<file path="src/rtl/fu_ls_pipe.sv">
// Load/store functional unit: in-order issue buffer that computes effective
// addresses at dispatch and walks the head entry through LSQ request, load response and completion.
module fu_ls_pipe #(
    parameter int XLEN     = 32,
    parameter int DEPTH    = 4,
    parameter int SQ_IDX_W = 3,
    parameter int TAG_W    = 5
) (
    input  logic                clock,
    input  logic                reset,
    input  logic                in_valid,
    output logic                in_ready,
    input  logic                in_is_store,
    input  logic [XLEN-1:0]     in_base,
    input  logic [11:0]         in_imm,
    input  logic [XLEN-1:0]     in_data,
    input  logic [1:0]          in_size,
    input  logic [SQ_IDX_W-1:0] in_sq_pos,
    input  logic [TAG_W-1:0]    in_tag,
    input  logic                squash,
    output logic                lsq_req_valid,
    input  logic                lsq_req_ready,
    output logic                lsq_req_store,
    output logic [XLEN-1:0]     lsq_req_addr,
    output logic [XLEN-1:0]     lsq_req_data,
    output logic [1:0]          lsq_req_size,
    output logic [SQ_IDX_W-1:0] lsq_req_sq_pos,
    input  logic                lsq_resp_valid,
    input  logic [XLEN-1:0]     lsq_resp_data,
    output logic                res_valid,
    input  logic                res_ready,
    output logic [TAG_W-1:0]    res_tag,
    output logic [XLEN-1:0]     res_value,
    output logic                res_is_store
);
    localparam int PTR_W = $clog2(DEPTH);
    localparam int CNT_W = PTR_W + 1;
    localparam logic [CNT_W-1:0] DEPTH_C = CNT_W'(DEPTH);

    typedef enum logic [1:0] {
        ST_IDLE = 2'd0,
        ST_REQ  = 2'd1,
        ST_WAIT = 2'd2,
        ST_DONE = 2'd3
    } state_t;

    state_t             state_q, state_d;
    logic [PTR_W-1:0]   head_q, head_d;
    logic [PTR_W-1:0]   tail_q, tail_d;
    logic [CNT_W-1:0]   count_q, count_d;
    logic [XLEN-1:0]    load_data_q, load_data_d;

    logic [DEPTH-1:0]    ent_store_q, ent_store_d;
    logic [XLEN-1:0]     ent_addr_q  [DEPTH];
    logic [XLEN-1:0]     ent_addr_d  [DEPTH];
    logic [XLEN-1:0]     ent_data_q  [DEPTH];
    logic [XLEN-1:0]     ent_data_d  [DEPTH];
    logic [1:0]          ent_size_q  [DEPTH];
    logic [1:0]          ent_size_d  [DEPTH];
    logic [SQ_IDX_W-1:0] ent_sqpos_q [DEPTH];
    logic [SQ_IDX_W-1:0] ent_sqpos_d [DEPTH];
    logic [TAG_W-1:0]    ent_tag_q   [DEPTH];
    logic [TAG_W-1:0]    ent_tag_d   [DEPTH];

    logic               push_s;
    logic               pop_s;
    logic               req_valid_s;
    logic               res_valid_s;
    logic [XLEN-1:0]    eff_addr_s;

    assign in_ready    = (count_q < DEPTH_C);
    assign push_s      = in_valid && in_ready;
    assign pop_s       = (state_q == ST_DONE) && res_ready;
    assign req_valid_s = (state_q == ST_REQ);
    assign res_valid_s = (state_q == ST_DONE);
    assign eff_addr_s  = in_base + {{(XLEN-12){in_imm[11]}}, in_imm};

    // Buffer bookkeeping, entry writes and head FSM; squash wipes everything in-flight.
    always_comb begin
        state_d     = state_q;
        head_d      = head_q;
        tail_d      = tail_q;
        count_d     = count_q;
        load_data_d = load_data_q;
        ent_store_d = ent_store_q;
        ent_addr_d  = ent_addr_q;
        ent_data_d  = ent_data_q;
        ent_size_d  = ent_size_q;
        ent_sqpos_d = ent_sqpos_q;
        ent_tag_d   = ent_tag_q;
        if (squash) begin
            state_d = ST_IDLE;
            head_d  = '0;
            tail_d  = '0;
            count_d = '0;
        end else begin
            if (push_s) begin
                ent_store_d[tail_q] = in_is_store;
                ent_addr_d[tail_q]  = eff_addr_s;
                ent_data_d[tail_q]  = in_data;
                ent_size_d[tail_q]  = in_size;
                ent_sqpos_d[tail_q] = in_sq_pos;
                ent_tag_d[tail_q]   = in_tag;
                tail_d              = tail_q + PTR_W'(1);
            end else begin
                tail_d = tail_q;
            end
            if (pop_s) begin
                head_d = head_q + PTR_W'(1);
            end else begin
                head_d = head_q;
            end
            case ({push_s, pop_s})
                2'b10:   count_d = count_q + CNT_W'(1);
                2'b01:   count_d = count_q - CNT_W'(1);
                default: count_d = count_q;
            endcase
            // A freshly pushed entry may be requested on the very next cycle.
            case (state_q)
                ST_IDLE: begin
                    if ((count_q != '0) || push_s) begin
                        state_d = ST_REQ;
                    end else begin
                        state_d = ST_IDLE;
                    end
                end
                ST_REQ: begin
                    if (lsq_req_ready) begin
                        state_d = ent_store_q[head_q] ? ST_DONE : ST_WAIT;
                    end else begin
                        state_d = ST_REQ;
                    end
                end
                ST_WAIT: begin
                    if (lsq_resp_valid) begin
                        load_data_d = lsq_resp_data;
                        state_d     = ST_DONE;
                    end else begin
                        state_d = ST_WAIT;
                    end
                end
                ST_DONE: begin
                    if (res_ready) begin
                        state_d = (count_q > CNT_W'(1)) ? ST_REQ : ST_IDLE;
                    end else begin
                        state_d = ST_DONE;
                    end
                end
                default: state_d = ST_IDLE;
            endcase
        end
    end

    // Control state register with synchronous reset.
    always_ff @(posedge clock) begin
        if (reset) begin
            state_q     <= ST_IDLE;
            head_q      <= '0;
            tail_q      <= '0;
            count_q     <= '0;
            load_data_q <= '0;
        end else begin
            state_q     <= state_d;
            head_q      <= head_d;
            tail_q      <= tail_d;
            count_q     <= count_d;
            load_data_q <= load_data_d;
        end
    end

    // Entry payload storage; contents are only observed through valid pointers.
    always_ff @(posedge clock) begin
        ent_store_q <= ent_store_d;
        ent_addr_q  <= ent_addr_d;
        ent_data_q  <= ent_data_d;
        ent_size_q  <= ent_size_d;
        ent_sqpos_q <= ent_sqpos_d;
        ent_tag_q   <= ent_tag_d;
    end

    // Data outputs are forced to zero whenever their valid is low.
    assign lsq_req_valid  = req_valid_s;
    assign lsq_req_store  = req_valid_s ? ent_store_q[head_q] : 1'b0;
    assign lsq_req_addr   = req_valid_s ? ent_addr_q[head_q]  : '0;
    assign lsq_req_data   = req_valid_s ? ent_data_q[head_q]  : '0;
    assign lsq_req_size   = req_valid_s ? ent_size_q[head_q]  : 2'b00;
    assign lsq_req_sq_pos = req_valid_s ? ent_sqpos_q[head_q] : '0;
    assign res_valid      = res_valid_s;
    assign res_tag        = res_valid_s ? ent_tag_q[head_q]   : '0;
    assign res_is_store   = res_valid_s ? ent_store_q[head_q] : 1'b0;
    assign res_value      = (res_valid_s && !ent_store_q[head_q]) ? load_data_q : '0;

endmodule

</file>
<file path="config.mk">
export PLATFORM = sky130hd
export DESIGN_NAME = fu_ls_pipe
export DESIGN_NICKNAME = d
export VERILOG_FILES = /design/src/rtl/fu_ls_pipe.sv
export SDC_FILE = /design/constraint.sdc
export NUM_CORES = 1
export LEC_CHECK = 0
export ABC_AREA = 1
export CAP_MARGIN = 25
export CORE_UTILIZATION = 55
export CTS_CLUSTER_DIAMETER = 120
export DETAILED_ROUTE_END_ITERATION = 8
export GPL_ROUTABILITY_DRIVEN = 1
export HOLD_SLACK_MARGIN = 0.03
export MAX_ROUTING_LAYER = met4
export PLACE_DENSITY = 0.85
export SLEW_MARGIN = 20
export SYNTH_ARGS = -nofsm -noshare
export SYNTH_HDL_FRONTEND = slang
export SYNTH_SLANG_ARGS = --single-unit
</file>
<file path="constraint.sdc">
create_clock -name clock -period 6.3 [get_ports clock]
set_clock_uncertainty 0.2 [all_clocks]
set_input_delay 1.26 -clock clock [delete_from_list [all_inputs] [get_ports clock]]
set_output_delay 1.26 -clock clock [all_outputs]
set_load 0.01 [all_outputs]
</file>
==> results_dict.tcl, run 1 <==
set metrics [dict create \
    yosysWarningCount 0 \
    synth_flop_cell "edfxtp_1" \
    initial_core_util_pct 56.4 \
    cts_tree "yes" \
    syn_nets 1798 \
    wl_per_cell_um 16.4 \
    fin_crit_sh_pct 83.8 \
    grt_max_degree 91 \
    power.density_nw_per_um2 249 \
    mostFrequentLayoutCells "nor2_1, edfxtp_1, nand2_1" \
    fillers 1954 \
    rsz0062_at_grt "no" \
    clock_sinks 341 \
    path_cells "buf_4 -> o21ai_0 -> o22a_2 -> nand2_4 -> nor2_2 -> clkdlybuf4s50_1" \
    design_area_um2 19500 \
    cts_buffers 30 \
    min_to "load_data_q[31]$_SDFFE_PP0P_" \
    layout_commonest_cell "nor2_1" \
    htreeDepth 1 \
    cap_violations 0 \
    num_rows 61 \
    start_kind "register" \
    port_buffers 236 \
    worstPathArrival_ns 3.82 \
    path_max_fanout 90 \
    synth_seq_cells 341 \
    end_kind "primary output" \
    max_slew_margin_pct 30.7 \
    dp.cells 2189 \
    cp_top_family "buffers and inverters" \
    firstDrtPassIters 7 \
    drtAntennaViolNets 0 \
    synth_cells 1631 \
    viasPerCell 5.34 \
    cts_resized 0 \
    synth_cell_type_count 31 \
    fmax_mhz 189 \
    nets 2011 \
    drive_above_1_share_pct 5.46 \
    pwr-share-seq_pct 52.7 \
    clkTransAtPathRegs_ns 0.06 \
    cts_setup_buffers 0 \
    worstHoldStart "load_data_q[31]$_SDFFE_PP0P_" \
    grt_pass1_wl_um 57700 \
    vias 11998 \
    reg2reg_slack_ns 3.41 \
    syn_to_final_growth_pct 23.2 \
    async_flop_share_pct 0 \
    tightest_slew_ns 1.04 \
    drcViolationCount 0 \
    fin_cells 2248 \
    p_clk_share_pct 37.0 \
    grt_pass1_vias 11813 \
    die_area_um2 29400 \
    routed_wl_um 37000 \
    ir_drop_mv 0.198 \
    r2r_cells 5 \
    ctsRootBufferMaster "clkbuf_16" \
    r2r-start "count_q[2]$_SDFFE_PP0P_" \
    p_sw_uw 1080 \
    setup_viol 0 \
    dieHeight_um 171 \
    p_comb_share_pct 10.3 \
    fin_util_pct 69.5 \
    cp_num_buf_inv 2 \
    syn_area_per_cell_um2 9.69 \
    place_area_um2 18500 \
    drtIter0Drc 1132 \
    ioPinCount 237 \
    die_w_um 171 \
    dp_hpwl_um 23200 \
    switching_share_pct 22.2 \
    final_max_slew_viol_count 0 \
    hold_class "register to register" \
    cp_slowest_stage_delay_ns 0.87 \
    hold_buffers 0 \
    cp.required_ns 4.84 \
    coreArea_um2 28000 \
    p_leak_uw 0.00744 \
    r2r-end "ent_tag_q[16]$_DFFE_PP_" \
    clk_path_buf_depth 3 \
    path_class "register to primary output" \
    clk-insertion-delay-late_ns 0.55 \
    place_congestion 0.918 \
    setup_tns_ns 0 \
    netlist_area_um2 15800 \
    grt_antenna_before_repair 2 \
    p_int_uw 3770 \
    overflow 0 \
    slowest_stage "buf_4" \
    hold_violations 0 \
    holdPathStages 2 \
    synth_edf_count 300 \
    grt_usage_pct 25.9 \
    synth.yosys.seq_area_share_pct 62.2 \
    fin_crit_ns 5.28 \
    outcome "completed" \
]
## power groups by stage
| stage | registers, µW | logic, µW | clock network [µW] |
|---|---|---|---|
| final | 2560 | 498 | 1800 |
| after global routing | 2560 | 552 | 1890 |
| after CTS | 2560 | 495 | 1810 |
| after detailed placement | 2610 | 490 | 0 |
| after global placement | 2600 | 474 | 0 |
| after floorplan | 2610 | 267 | 0 |
## area by class of cell
class,instances,area [µm²],area share [%]
diodes,2,5.00,0.0257
inverters,166,626,3.21
well taps,378,473,2.43
repair buffers,250,2500,12.8
clock inverters,12,108,0.553
multi-input cells,1055,5050,26.0
flip-flops and latches,341,9830,50.5
clock buffers,44,865,4.44
## cell usage after synthesis (2+ instances only)
| master | count | area (µm²) |
|---|---|---|
| nand4_1 | 4 | 25.0 |
| buf_2 | 22 | 110 |
| edfxtp_1 | 300 | 9010 |
| nor3_1 | 8 | 40.0 |
| a21oi_1 | 101 | 505 |
| o21ai_0 | 158 | 791 |
| a211oi_1 | 32 | 240 |
| buf_6 | 4 | 45.0 |
| nor2_2 | 31 | 194 |
| or2_2 | 2 | 12.5 |
| ha_1 | 40 | 500 |
| nor2_1 | 388 | 1460 |
| inv_2 | 2 | 7.51 |
| xor2_1 | 15 | 131 |
| nand2_1 | 238 | 893 |
| dfxtp_1 | 41 | 821 |
| inv_1 | 163 | 612 |
| clkbuf_1 | 33 | 124 |
| xnor2_1 | 2 | 17.5 |
| nand3_1 | 28 | 140 |
| buf_1 | 9 | 33.8 |
## worst max path at each step
stage,start,to,slack (ns),depth (start not counted)
floorplan,in_valid,ent_addr_q[0]$_DFFE_PP_,0.70,5
CTS,head_q[0]$_SDFFE_PP0P_,res_value[0],1.04,6
finish,head_q[0]$_SDFFE_PP0P_,res_value[9],1.02,6
global route,head_q[0]$_SDFFE_PP0P_,res_value[31],0.83,6
detailed placement,head_q[0]$_SDFFE_PP0P_,res_value[0],1.65,6
global placement,head_q[0]$_SDFFE_PP0P_,res_value[0],1.77,6
## through the flow
stage	total power, µW	setup slack, ns	hold WS (ns)
finish	4850	1.02	0.279
detailed placement	3100	1.65	0.267
floorplan	2870	0.701	0.240
global route	5010	0.827	0.311
CTS	4860	1.04	0.276
global placement	3080	1.77	0.262
## layer usage
metal  vias to the layer above  track usage, %  wire, µm
li1                       5859               -         -
met1                      5585            30.1     14600
met2                       487            45.6     18600
met3                        67            3.59      2790
met4                         0            9.67       964
met5                         -               -         0
## worst min-delay path: stages (launching register included)
cell      delay (ns)
dfxtp_1         0.30
inv_1           0.07
a211oi_1        0.07
## kinds of logic after synthesis
kind of cell / share of synthesized area [%]
XOR/XNOR: 0.942
adder cells (fa/ha/maj): 3.29
AO/OA/AOI/OAI: 9.96
AND/OR/NAND/NOR: 17.6
flip-flops: 62.2
buffers and inverters: 5.99
## registers in the layout, summed over array words and instances, names as in the netlist
name / cells
ent_tag_q: 20
state_q: 2
count_q: 3
ent_size_q: 8
tail_q: 2
ent_data_q: 128
ent_addr_q: 128
load_data_q: 32
ent_store_q: 4
ent_sqpos_q: 12
head_q: 2
No activity file was read; power rests on OpenSTA's default activity.
==> inputs of run 2 (changes only) <==
Clock period 6.3 ns to 5.3 ns, I/O delays scaled along.
==> results_dict.tcl, run 2 (same netlist as run 1, synthesis figures left out) <==
set metrics [dict create \
    power.density_nw_per_um2 293 \
    path_max_fanout 76 \
    final_max_slew_viol_count 0 \
    slowest_stage "buf_4" \
    ioPinCount 237 \
    place_area_um2 18500 \
    clk_path_buf_depth 3 \
    die_area_um2 29400 \
    cap_violations 0 \
    multi_input_area_um2 5050 \
    r2r-start "count_q[2]$_SDFFE_PP0P_" \
    setup_viol 0 \
    layout_commonest_cell "nor2_1" \
    clkTransAtPathRegs_ns 0.07 \
    htreeDepth 1 \
    fin_crit_sh_pct 83.8 \
    pwr-share-seq_pct 53.4 \
    fmax_mhz 225 \
    rsz0062_at_grt "no" \
    fin_crit_ns 4.44 \
    place_congestion 0.966 \
    reg2reg_slack_ns 2.91 \
    switching_share_pct 22.8 \
    num_rows 61 \
    grt_antenna_before_repair 1 \
    r2r_cells 5 \
    drtIter0Drc 1169 \
    coreArea_um2 28000 \
    worstHoldStart "load_data_q[31]$_SDFFE_PP0P_" \
    start_kind "register" \
    outcome "completed" \
    cts_resized 0 \
    viasPerCell 5.36 \
    register_area_um2 9830 \
    worstPathArrival_ns 3.18 \
    routed_wl_um 37000 \
    grt_usage_pct 25.6 \
    r2r-end "ent_data_q[81]$_DFFE_PP_" \
    path_cells "buf_4 -> o21ai_0 -> o22a_2 -> nand2_4 -> nor2_1 -> clkdlybuf4s50_1" \
    p_comb_share_pct 10.5 \
    holdPathStages 2 \
    drcViolationCount 0 \
    p_sw_uw 1300 \
    p_clk_share_pct 36.2 \
    hold_class "register to register" \
    firstDrtPassIters 5 \
    cp.required_ns 4.04 \
    clk-insertion-delay-late_ns 0.54 \
    cp_num_buf_inv 2 \
    die_w_um 171 \
    holdWs_ns 0.269 \
    cts_tree "yes" \
    port_buffers 236 \
    drtAntennaViolNets 0 \
    end_kind "primary output" \
    hold_buffers 0 \
    design_area_um2 19400 \
    cp_slowest_stage_delay_ns 0.76 \
    grt_pass1_wl_um 57000 \
    hold_violations 0 \
    dp_hpwl_um 23600 \
    path_class "register to primary output" \
    cts_setup_buffers 0 \
    wl_per_cell_um 16.5 \
    p_leak_uw 0.00743 \
    initial_core_util_pct 56.4 \
    p_int_uw 4400 \
    vias 12046 \
    syn_to_final_growth_pct 23.0 \
    overflow 0 \
    tightest_slew_ns 0.990 \
    ctsRootBufferMaster "clkbuf_16" \
    max_slew_margin_pct 33.9 \
    nets 2013 \
    cp_top_family "buffers and inverters" \
    fillers 1978 \
    ir_drop_mv 0.260 \
    drive_above_1_share_pct 5.78 \
    dieHeight_um 171 \
    cts_buffers 31 \
    min_to "load_data_q[31]$_SDFFE_PP0P_" \
    grt_pass1_vias 11511 \
    clock_sinks 341 \
    grt_max_degree 152 \
    mostFrequentLayoutCells "nor2_1, edfxtp_1, nand2_1" \
    largest_registers "ent_addr_q x128, ent_data_q x128, load_data_q x32" \
]
## run 2: changes by cell type in the layout (fill, tap and decap cells not counted), sizes merged
cell	delta
clkinvlp	+3
bufinv	-1
inv	+1
clkbuf	-9
clkinv	+7
buf	+1
diode	-1
## run 2: per-layer routing
| layer | wire length, µm | global-route usage (%) | vias up |
|---|---|---|---|
| met4 | 1070 | 8.89 | 0 |
| met3 | 2610 | 2.60 | 79 |
| met5 | 0 | - | - |
| met2 | 18500 | 44.9 | 488 |
| li1 | - | - | 5858 |
| met1 | 14800 | 30.9 | 5621 |
## run 2: how the worst max path moves through the flow
stage,startpoint,endpoint,slack (ns),cells past startpoint
2_1_floorplan,in_valid,ent_addr_q[0]$_DFFE_PP_,-0.1,5
3_3_place_gp,in_imm[11],ent_addr_q[118]$_DFFE_PP_,1.43,12
3_5_place_dp,in_imm[11],ent_addr_q[125]$_DFFE_PP_,1.34,12
4_1_cts,head_q[1]$_SDFFE_PP0P_,res_value[22],0.81,6
5_1_grt,head_q[1]$_SDFFE_PP0P_,res_value[22],0.66,6
6_report,head_q[1]$_SDFFE_PP0P_,res_value[31],0.86,6
## run 2: cell type report
class,count,area share [%]
antenna,1,0.0129
clock inverter,22,0.740
tap,378,2.43
clock buffer,35,4.12
multi-input combinational,1055,26.0
timing repair buffer,251,12.9
inverter,166,3.22
sequential,341,50.6
## run 2: through the flow
step                power (µW)  util [%]  worst slack [ns]  setup TNS (ns)  std cells
floorplan                 3420         -           -0.0993          -29.78       1631
global placement          3660      66.0              1.43               0       2191
global route              5890      69.4             0.657               0       2249
finish                    5700      69.4             0.856               0       2249
detailed placement        3680      66.0              1.34               0       2191
CTS                       5720      69.4             0.809               0       2248
## run 2: worst register-to-register path: cells and delay by family (launching register included)
family                 cells  cell delay (ns)
buffers and inverters      2             0.50
AND/OR/NAND/NOR            3             1.05
flip-flops                 1             0.32
## run 2: power groups by stage
stage	registers [µW]	clock network, µW	logic, µW
after floorplan	3100	0	317
after global placement	3090	0	569
after detailed placement	3100	0	588
after CTS	3040	2090	592
after global routing	3040	2190	663
final	3040	2060	596
==> inputs of run 3 (changes only) <==
Settings changed: CORE_UTILIZATION 55 to 49, PLACE_DENSITY 0.85 to 0.8.
Clock period 5.3 ns to 3.8 ns, I/O delays scaled along.
==> results_dict.tcl, run 3 (same netlist as run 1, synthesis figures left out) <==
set metrics [dict create \
    ioPinCount 237 \
    grt_max_degree 76 \
    cp_slowest_stage_delay_ns 0.61 \
    diodes 0 \
    ir_drop_mv 0.305 \
    drtAntennaViolNets 0 \
    pwr-share-seq_pct 53.1 \
    grt_antenna_before_repair 0 \
    p_int_uw 6240 \
    overflow 0 \
    cp_num_buf_inv 2 \
    clk_path_buf_depth 3 \
    drcViolationCount 0 \
    power.density_nw_per_um2 408 \
    max_slew_margin_pct 34.5 \
    path_common_cell "nor2_1" \
    wl_per_cell_um 15.9 \
    final_max_slew_viol_count 0 \
    end_kind "primary output" \
    num_rows 65 \
    place_congestion 0.887 \
    dp_hpwl_um 23800 \
    hold_class "register to register" \
    dieHeight_um 182 \
    die_w_um 182 \
    vias 11743 \
    clkTransAtPathRegs_ns 0.07 \
    clk-insertion-delay-late_ns 0.55 \
    tightest_slew_ns 0.981 \
    clock_sinks 341 \
    die_area_um2 33000 \
    firstDrtPassIters 5 \
    mostFrequentLayoutCells "nor2_1, edfxtp_1, nand2_1" \
    path_class "register to primary output" \
    setup_viol 0 \
    drive_above_1_share_pct 5.55 \
    viasPerCell 5.16 \
    cap_violations 0 \
    port_buffers 236 \
    syn_to_final_growth_pct 23.9 \
    hold_violations 0 \
    slowest_stage "clkdlybuf4s50_1" \
    path_max_fanout 52 \
    fmax_mhz 275 \
    start_kind "register" \
    fin_crit_sh_pct 95.8 \
    register_area_um2 9830 \
    ctsRootBufferMaster "clkbuf_16" \
    layout_commonest_cell "nor2_1" \
    cp.required_ns 2.84 \
    fillers 2543 \
    path_cells "buf_6 -> nor2_1 -> nor2_1 -> o21ai_0 -> a21oi_1 -> clkdlybuf4s50_1" \
    p_leak_uw 0.00746 \
    outcome "completed" \
    hold_buffers 0 \
    htreeDepth 1 \
    fin_cells 2275 \
    cts_buffers 31 \
    rsz0062_at_grt "no" \
    drtIter0Drc 838 \
    p_comb_share_pct 10.4 \
    routed_wl_um 36300 \
    dp.cells 2221 \
    cp_top_family "buffers and inverters" \
    switching_share_pct 21.9 \
    place_area_um2 18600 \
    grt_pass1_wl_um 58200 \
    design_area_um2 19600 \
    cts_tree "yes" \
    coreArea_um2 31600 \
    p_clk_share_pct 36.5 \
    worstPathArrival_ns 2.68 \
    largest_registers "ent_addr_q x128, ent_data_q x128, load_data_q x32" \
    grt_usage_pct 22.8 \
    p_sw_uw 1740 \
    fin_crit_ns 3.64 \
    initial_core_util_pct 49.9 \
    grt_pass1_vias 11520 \
    nets 2019 \
    multi_input_area_um2 5060 \
]
-- run 3: stage by stage --
step                      worst slack [ns]  utilization (%)  hold slack (ns)  TNS (ns)  power, µW
after floorplan                    -0.0614                -            0.240    -18.42       4760
after global placement               0.531             58.8            0.255         0       5130
after detailed placement             0.473             58.8            0.265         0       5140
after CTS                           0.0429             61.8            0.275         0       8040
after global routing                0.0110             61.9            0.297         0       8280
final                                0.161             61.9            0.274         0       7980
-- run 3: power groups by stage --
| stage | registers, µW | logic (µW) | clock network [µW] |
|---|---|---|---|
| global placement | 4320 | 810 | 0 |
| finish | 4240 | 830 | 2910 |
| global route | 4240 | 929 | 3110 |
| CTS | 4240 | 831 | 2970 |
| detailed placement | 4320 | 825 | 0 |
| floorplan | 4320 | 443 | 0 |
-- run 3: worst paths after layout --
| kind | slack (ns) | startpoint | end | cells past startpoint |
|---|---|---|---|---|
| setup / recovery | 0.16 | head_q[0]$_SDFFE_PP0P_ | lsq_req_addr[18] | 6 |
| hold / removal | 0.27 | load_data_q[0]$_SDFFE_PP0P_ | load_data_q[0]$_SDFFE_PP0P_ | 2 |
| setup reg to reg | 1.58 | state_q[1]$_SDFF_PP0_ | count_q[2]$_SDFFE_PP0P_ | 9 |
| hold reg to reg | 0.27 | load_data_q[0]$_SDFFE_PP0P_ | load_data_q[0]$_SDFFE_PP0P_ | 2 |
-- run 3: final cells by class --
type / instances / share of cell area (%)
repair buffers: 257 / 13.3
inverters: 166 / 3.21
clock buffers: 38 / 4.10
well taps: 402 / 2.57
flip-flops and latches: 341 / 50.3
multi-input cells: 1055 / 25.9
clock inverters: 16 / 0.748
-- run 3: layer usage --
layer | track usage [%] | vias up | wire length (µm) | share of wire, %
met4 | 7.05 | 0 | 897 | 2.5
met3 | 2.31 | 59 | 2000 | 5.5
met2 | 39.5 | 380 | 18100 | 50
li1 | - | 5870 | - | -
met5 | - | - | 0 | 0
met1 | 28.3 | 5434 | 15200 | 42
-- run 3: what timing repair did --
action                                  CTS  global route
gates resized for setup                   2             3
pin swaps                                 0             0
hold endpoints to repair                  0             0
cloned                                    0             0
buffers inserted                          0             0
endpoints found under the setup margin    3            57
-- run 3: worst register-to-register path: cells and delay by family, from the launching register on --
kind	cells	cell delay, ns
adder cells (fa/ha/maj)	1	0.28
AND/OR/NAND/NOR	3	0.48
AO/OA/AOI/OAI	3	0.33
flip-flops	1	0.39
buffers and inverters	2	0.42
